**src/rtl/simon_pkg.sv**
```systemverilog
// Shared Simon-game types and constants used by the blinker and its neighbours.
package simon_pkg;

    typedef logic [1:0] colour_t;

    localparam int NUM_COLOURS = 4;
    localparam int LEVEL_W     = 4;
    localparam int MAX_LEVEL   = 10;

    // Colour index to LED lane; colour 0 drives bit 0.
    function automatic logic [NUM_COLOURS-1:0] colourOneHot(input colour_t c);
        logic [NUM_COLOURS-1:0] v;
        v    = '0;
        v[c] = 1'b1;
        return v;
    endfunction

endpackage

```
**src/rtl/blink_timer.sv**
```systemverilog
// Loadable down-counter that stops at zero; zero flag is combinational from the count.
module blink_timer #(
    parameter int WIDTH = 16
) (
    input  logic             clk,
    input  logic             reset,
    input  logic             load,
    input  logic [WIDTH-1:0] load_value,
    input  logic             en,
    output logic             zero
);

    logic [WIDTH-1:0] r_count;

    // Load wins over decrement; the count parks at zero instead of wrapping.
    always_ff @(posedge clk) begin
        if (!reset) begin
            r_count <= '0;
        end else if (load) begin
            r_count <= load_value;
        end else if (en && (r_count != '0)) begin
            r_count <= r_count - WIDTH'(1);
        end
    end

    assign zero = (r_count == '0);

endmodule

```
**src/rtl/sequence_blinker.sv**
```systemverilog
// Plays back the first `level` colours of the sequence memory on one-hot LEDs,
// each lit for ON_CYCLES then dark for OFF_CYCLES, and flags completion.
module sequence_blinker
    import simon_pkg::*;
#(
    parameter int ON_CYCLES  = 4,
    parameter int OFF_CYCLES = 2
) (
    input  logic                   clk,
    input  logic                   reset,
    input  logic                   on_blinker,
    input  logic [LEVEL_W-1:0]     level,
    input  colour_t                mem_data,
    output logic [LEVEL_W-1:0]     mem_addr,
    output logic [NUM_COLOURS-1:0] led,
    output logic                   blinker_done
);

    typedef enum logic [2:0] {
        IDLE,
        FETCH,
        LATCH,
        ON,
        OFF,
        DONE
    } blinker_state_t;

    localparam logic [15:0] ON_LOAD  = 16'(ON_CYCLES - 1);
    localparam logic [15:0] OFF_LOAD = 16'(OFF_CYCLES - 1);

    blinker_state_t         r_state;
    logic [LEVEL_W-1:0]     r_idx;
    logic [LEVEL_W-1:0]     r_levelQ;
    colour_t                r_colourQ;
    logic [NUM_COLOURS-1:0] r_led;
    logic                   r_done;

    blinker_state_t w_nextState;
    logic           w_timerLoad;
    logic [15:0]    w_loadValue;
    logic           w_timerEn;
    logic           w_timerZero;
    logic           w_lastElem;

    blink_timer #(.WIDTH(16)) u_timer (
        .clk       (clk),
        .reset     (reset),
        .load      (w_timerLoad),
        .load_value(w_loadValue),
        .en        (w_timerEn),
        .zero      (w_timerZero)
    );

    // Widened compare so level 15 ends cleanly without idx wrapping.
    assign w_lastElem   = ({1'b0, r_idx} + 5'd1) == {1'b0, r_levelQ};
    assign mem_addr     = r_idx;
    assign led          = r_led;
    assign blinker_done = r_done;

    always_comb begin
        w_nextState = r_state;
        w_timerLoad = 1'b0;
        w_loadValue = ON_LOAD;
        w_timerEn   = 1'b0;
        case (r_state)
            IDLE: begin
                if (on_blinker) begin
                    w_nextState = (level == '0) ? DONE : FETCH;
                end
            end
            FETCH: w_nextState = LATCH;
            LATCH: begin
                w_timerLoad = 1'b1;
                w_loadValue = ON_LOAD;
                w_nextState = ON;
            end
            ON: begin
                if (w_timerZero) begin
                    w_timerLoad = 1'b1;
                    w_loadValue = OFF_LOAD;
                    w_nextState = OFF;
                end else begin
                    w_timerEn = 1'b1;
                end
            end
            OFF: begin
                if (w_timerZero) begin
                    w_nextState = w_lastElem ? DONE : FETCH;
                end else begin
                    w_timerEn = 1'b1;
                end
            end
            DONE:    w_nextState = DONE;
            default: w_nextState = IDLE;
        endcase
        // Losing the enable aborts playback from any active state.
        if ((r_state != IDLE) && !on_blinker) begin
            w_nextState = IDLE;
        end
    end

    // LED lights on the LATCH->ON edge straight from memory, since colour_q loads on that same edge.
    always_ff @(posedge clk) begin
        if (!reset) begin
            r_state   <= IDLE;
            r_idx     <= '0;
            r_levelQ  <= '0;
            r_colourQ <= '0;
            r_led     <= '0;
            r_done    <= 1'b0;
        end else begin
            r_state <= w_nextState;
            r_done  <= (w_nextState == DONE);
            r_led   <= '0;
            if (w_nextState == ON) begin
                r_led <= (r_state == LATCH) ? colourOneHot(mem_data) : colourOneHot(r_colourQ);
            end
            if ((r_state == IDLE) && on_blinker) begin
                r_levelQ <= level;
            end
            if (r_state == LATCH) begin
                r_colourQ <= mem_data;
            end
            if (w_nextState == IDLE) begin
                r_idx <= '0;
            end else if ((r_state == OFF) && w_timerZero) begin
                r_idx <= r_idx + 4'd1;
            end
        end
    end

endmodule

```
**config.mk**
```make
export PLATFORM = sky130hd
export DESIGN_NAME = sequence_blinker
export DESIGN_NICKNAME = d
export VERILOG_FILES = /design/src/rtl/simon_pkg.sv /design/src/rtl/blink_timer.sv /design/src/rtl/sequence_blinker.sv
export SDC_FILE = /design/constraint.sdc
export NUM_CORES = 1
export LEC_CHECK = 0
export CAP_MARGIN = 10
export CORE_UTILIZATION = 30
export DETAILED_ROUTE_END_ITERATION = 10
export HOLD_SLACK_MARGIN = 0.1
export PLACE_DENSITY_LB_ADDON = 0.1
export SKIP_CTS_REPAIR_TIMING = 1
export SYNTH_ARGS = -nofsm -noshare
export SYNTH_HDL_FRONTEND = slang
export SYNTH_HIERARCHICAL = 1
export SYNTH_SLANG_ARGS = --single-unit
export TNS_END_PERCENT = 50
```
**constraint.sdc**
```tcl
create_clock -name clk -period 4.6 [get_ports clk]
set_input_delay 0.92 -clock clk [delete_from_list [all_inputs] [get_ports clk]]
set_output_delay 0.92 -clock clk [all_outputs]
set_load 0.03 [all_outputs]
```
# Yosys cells after proc, flatten, opt, wreduce, memory -nomap -nowiden

Cells that the tools add are included.

Bits in latches: 0
Register bits after elaboration: 34
Memory bits (writable): 0
ROM bits: 0
Input bits: 9
Output and inout port bits: 9
Logic and storage cells: 60
Memories kept: 0

Reductions and logical operators: 17
Divide/modulo/power cells: 0
Add/subtract/negate cells: 3
Bitwise operators: 1
Shift operators: 0
Multiplexer cells: 20
Order comparisons: 4
Multiply operators: 0
Equality and inequality tests: 8

Operators by type and width:

| operator                | count |
|---|---|
| $mux W16                | 2 |
| $mux W3                 | 6 |
| $pmux W3 S6             | 1 |
| $logic_not A16 Y1       | 1 |
| $reduce_bool A16 Y1     | 1 |
| $sub A16 B1 Y16 const B | 1 |
| $eq A3 B2 Y1 const B    | 3 |
| $eq A3 B3 Y1 const B    | 3 |
| $logic_and A1 B1 Y1     | 6 |
| $logic_not A3 Y1        | 2 |
| $lt A2 B3 Y1 const B    | 2 |
| $add A4 B1 Y5 const B   | 1 |
| $eq A5 B4 Y1            | 1 |
| $mux W1                 | 5 |
| $add A4 B1 Y4 const B   | 1 |
| $demux W1 S2            | 2 |
| $ge A2 B1 Y1 const B    | 2 |
| $logic_not A4 Y1        | 1 |
| $mux W2                 | 2 |
| $mux W4                 | 1 |
| $reduce_or A2 Y1        | 2 |
| $eq A3 B1 Y1 const B    | 1 |
| $reduce_bool A3 Y1      | 1 |
| $pmux W1 S2             | 1 |
| other kinds (4)         | 4 |

# Depth between registers and ports, before layout

Depth in word-level cells: 8
Depth in mapped cells: 12
Gate-level depth less buffers: 10

# Modules after synthesis

The synthesis kept the hierarchy.

Modules (own cells, without submodules):

| module           | times used | cells an instance | area an instance (µm²) | sequential area each (µm²) |
|---|---|---|---|---|
| sequence_blinker | 1          | 109               | 983.4                  | 360.3 |
| blink_timer      | 1          | 114               | 922.1                  | 320.3 |

# Worst setup path before layout

No wires, ideal clock.

Path kind: register to register
From: reg u_timer.r_count[7]
To: reg u_timer.r_count[10]
Clock period less this slack: 2.549 ns
Setup slack: 2.051 ns
Library setup time: 0.070 ns
Arrival: 2.480 ns
Stages on the path, launching flop included: 11
Required time: 4.530 ns
Buffers on the path: 4
Cell sequence: dfxtp_1 > or4_4 > and4bb_1 > buf_6 > clkbuf_1 > inv_1 > a21oi_1 > inv_1 > clkbuf_1 > clkbuf_1 > a21oi_1

Elaborated cells on any way between the ends: 11
Those cells by class: 1 x add/sub; 6 x mux; 4 x reduce/logical

RTL lines:

| item                                                  | RTL line               | text |
|---|---|---|
| from (decl)                                           | blink_timer.sv:13      | `logic [WIDTH-1:0] r_count;` |
| from (signal assigned)                                | blink_timer.sv:20      | `r_count <= load_value;` |
| from (signal assigned)                                | blink_timer.sv:22      | `r_count <= r_count - WIDTH'(1);` |
| $logic_not A16 Y1 (*)                                 | blink_timer.sv:26      | `assign zero = (r_count == '0);` |
| net w_timerZero                                       | sequence_blinker.sv:42 | `logic w_timerZero;` |
| $mux W1 (*)                                           | sequence_blinker.sv:78 | `if (w_timerZero) begin` |
| $pmux W1 S2 (*)                                       | sequence_blinker.sv:65 | `case (r_state)` |
| net w_timerLoad                                       | sequence_blinker.sv:39 | `logic w_timerLoad;` |
| $mux W16 / $reduce_bool A2 Y1 (equally long branches) | -                      |  |

The timed path passes the listed nets; every way through them passes the cells marked *. The select of a mux whose other input is x is not followed.
A chain may end at the register's enable or synchronous reset.

# Worst setup path in the final report

From: reg u_timer.r_count[7]
To: reg u_timer.r_count[4]

Same word-level chain as after synthesis.

==> flow_summary_export.csv <==
group,metric,value,unit
sta,timing.final.crit_share,66.95,%
global_route,antenna_found_initial,0,
clock_tree,clk_path_buf_depth,2,
sta,setup_viol,0,
global_route,track_usage,13.54,%
setup_path,end_kind,"register",
power_and_ir_drop,pwr_density_cell,304.7,nW/µm²
run_status,status,"finished clean",
setup_path,max_stage_delay,0.82,ns
power_and_ir_drop,seq_power_share,47.2,%
worst_hold_path,hold_class,"reg -> reg",
finish,n_antenna_cell,0,
setup_path,ff2ff_path_depth,7,
synth,synth-edff-count,0,
finish,instances_no_fill,326,
drt,drt_pass1_iterations,6,
synth,synthDistinctLibCells,51,
synth,async_flop_share,0,%
setup_path,worstPathRequired,4.74,ns
synth,yosysSeqAreaShare,35.72,%
drt,remaining_drc_errors,0,
clock_tree,cts.htree.levels,2,
floorplanning,row_count,28,
synth,synthTopCellsByArea,"dfxtp_1, xnor2_1, a21oi_1",
sta,finalHoldViolations,0,
floorplanning,coreArea,6026,µm²
drt,drt-wirelength-per-cell,12.14,µm
setup_path,slowest_stage,"and4bb_1",
floorplanning,dieHeight,81.70,µm
clock_tree,clk_latency,0.29,ns
synth,synth_warnings,6,
setup_path,critical_path.cell_chain,"or4_4 > and4bb_1 > inv_1 > a21oi_1 > inv_1 > o21ai_0 > a21oi_1",
setup_path,worst-path-max-fanout,29,
synth,syn-instance-count,223,
floorplanning,io_pins,18,
sta,fin_setup_tns,0,ns
synth,ys_ff_latch,34,
placed_design,portBuffers,17,
sta,tightest_slew,0.8325,ns
floorplanning,start_util,31.62,%
power_and_ir_drop,vdd_drop_max,0.1027,mV
drt,route.vias.total,1561,
finish,nNetsFinal,261,
setup_path,cp-start-kind,"register",
sta,skew,0.01157,ns
global_route,grt-ovfl-total,0,
sta,maxSlewHeadroom,44.33,%
run,max-cap-violations,0,
sta,finalCriticalPeriod,3.080,ns
drt,routed_via_density,4.788,
worst_hold_path,hold_path_depth,2,
placed_design,dp_cells,318,
sta,fmax,324.7,MHz
placed_design,dp_hpwl,2758,µm
synth,yosysTopAreaCell,"dfxtp_1",
global_route,grt_max_degree,30,
clock_tree,cts_tree,"done",
global_route,grt_first_pass_wirelength,6962,µm
clock_tree,numCtsBuffers,5,
power_and_ir_drop,p_clk_share,34.6,%
finish,post-route-util,37.38,%
clock_tree,clock_sinks,34,
synth,synthesis.area,1906,µm²
power_and_ir_drop,switchingPower,206.2,µW
power_and_ir_drop,power,686.2,µW
placed_design,place.gp.congestion,0.7252,
floorplanning,design.die.area,6675,µm²
power_and_ir_drop,p_comb_share,18.2,%
synth,ys.flop_type,"dfxtp_1",
setup_path,cp.arrival,3.22,ns
clock_tree,path_clk_slew,0.08,ns
setup_path,worst-setup-path-type,"reg -> reg",
drt,drt_iter0_markers,73,
floorplanning,die_w,81.70,µm
power_and_ir_drop,p_leak,0.0007812,µW
synth,synth_top_cell_area_share,35.72,%
sta,grt_setup_unrepaired,"no",
finish,drive_gt1_share,7.570,%
power_and_ir_drop,sw_frac_of_total,30.05,%
drt,antenna_left,0,
clock_tree,cts-root-buf,"clkbuf_8",
drt,wl,3958,µm
power_and_ir_drop,p_int,479.9,µW
global_route,grt_pass1_vias,1476,
sta,slew_violations,0,
synth,syn_avg_cell_area,8.545,µm²
finish,area_growth,18.19,%
==> final cells by class <==
| cell class | count | area (µm²) |
|---|---|---|
| Fill cell | 662 | 3774 |
| Timing Repair Buffer | 17 | 170.2 |
| Sequential cell | 34 | 680.7 |
| Multi-Input combinational cell | 186 | 1190 |
| Tap cell | 75 | 93.84 |
| Inverter | 6 | 22.52 |
| Clock buffer | 6 | 82.58 |
| Clock inverter | 2 | 12.51 |
==> sequential cells by signal (all words and copies together) (netlist names) <==
signal	flops
u_timer/r_count	16
led	4
mem_addr	4
r_levelQ	4
r_state	3
r_colourQ	2
blinker_done	1
==> critical path: cells and delay by family (launching register included) <==
| family | cells | cell delay [ns] |
|---|---|---|
| flops | 1 | 0.36 |
| buf+inv | 2 | 0.53 |
| simple gates | 2 | 1.37 |
| compound gates | 3 | 0.68 |
==> kinds of logic after synthesis <==
kind of cell | after synthesis | share of synthesized area (%)
simple gates | 88 | 28.96
compound gates | 55 | 16.81
flops | 34 | 35.72
xor+xnor | 19 | 8.733
buf+inv | 16 | 4.399
mux | 7 | 3.677
fa+ha+maj | 2 | 1.313
other cells | 2 | 0.3941
==> Yosys cell counts, drive strengths merged (5+ instances only) <==
master and instances:
xnor2 15, clkbuf 6, nand3 8, dfxtp 34, inv 6, nor2b 10, nor3 7, o21ai 17
nor2 15, nand2 13, a21oi 25, nand3b 5, mux2i 7, nor4 6
==> power groups by stage <==
stage	Clock, µW	Combinational, µW	Sequential [µW]
after floorplan	0	108	326
after global placement	0	125	331
after detailed placement	0	125	331
after CTS	251	126	324
after global routing	262	142	327
final	237	125	324
==> cell usage in the layout (no fill, tap or decap), drive strengths merged, types with 2 or more instances in the layout <==
cell type and instances:
a21boi 3, a21oi 25, clkbuf 6, clkdlybuf4s50 17, conb 15, dfxtp 34
ha 2, inv 6, mux2i 7, nand2 13, nand2b 4, nand3 8
nand3b 5, nand4 4, nor2 15, nor2b 10, nor3 7, nor3b 2
nor4 6, o21ai 17, o22ai 2, or3 4, or4 2, xnor2 15
xor2 4
==> path summary, 6_finish.rpt <==
path	to	slack, ns	start
min reg2reg	r_colourQ[1]$_SDFFE_PN0P_	0.51	r_colourQ[1]$_SDFFE_PN0P_
max	u_timer/r_count[4]$_SDFFE_PN0P_	1.52	u_timer/r_count[7]$_SDFFE_PN0P_
min	r_colourQ[1]$_SDFFE_PN0P_	0.51	r_colourQ[1]$_SDFFE_PN0P_
max reg2reg	u_timer/r_count[4]$_SDFFE_PN0P_	1.52	u_timer/r_count[7]$_SDFFE_PN0P_
==> through the flow <==
stage | hold slack (ns) | area (µm²) | worst slack, ns
finish | 0.5097 | 2252 | 1.520
CTS | 0.5183 | 2252 | 1.501
global route | 0.5357 | 2252 | 1.086
detailed placement | 0.5063 | 2157 | 1.522
global placement | 0.5086 | 2157 | 1.597
floorplan | 0.4731 | 1954 | 2.051
==> layer usage <==
| metal | wire length (µm) | part of all wire [%] | global-route usage, % |
|---|---|---|---|
| met1 | 2085 | 53 | 18.33 |
| met5 | 0 | 0 | 0 |
| met2 | 1694 | 43 | 20.75 |
| met4 | 54 | 1.4 | 4.211 |
| met3 | 124 | 3.1 | 3.667 |
Power figures use the tool's default switching activity.
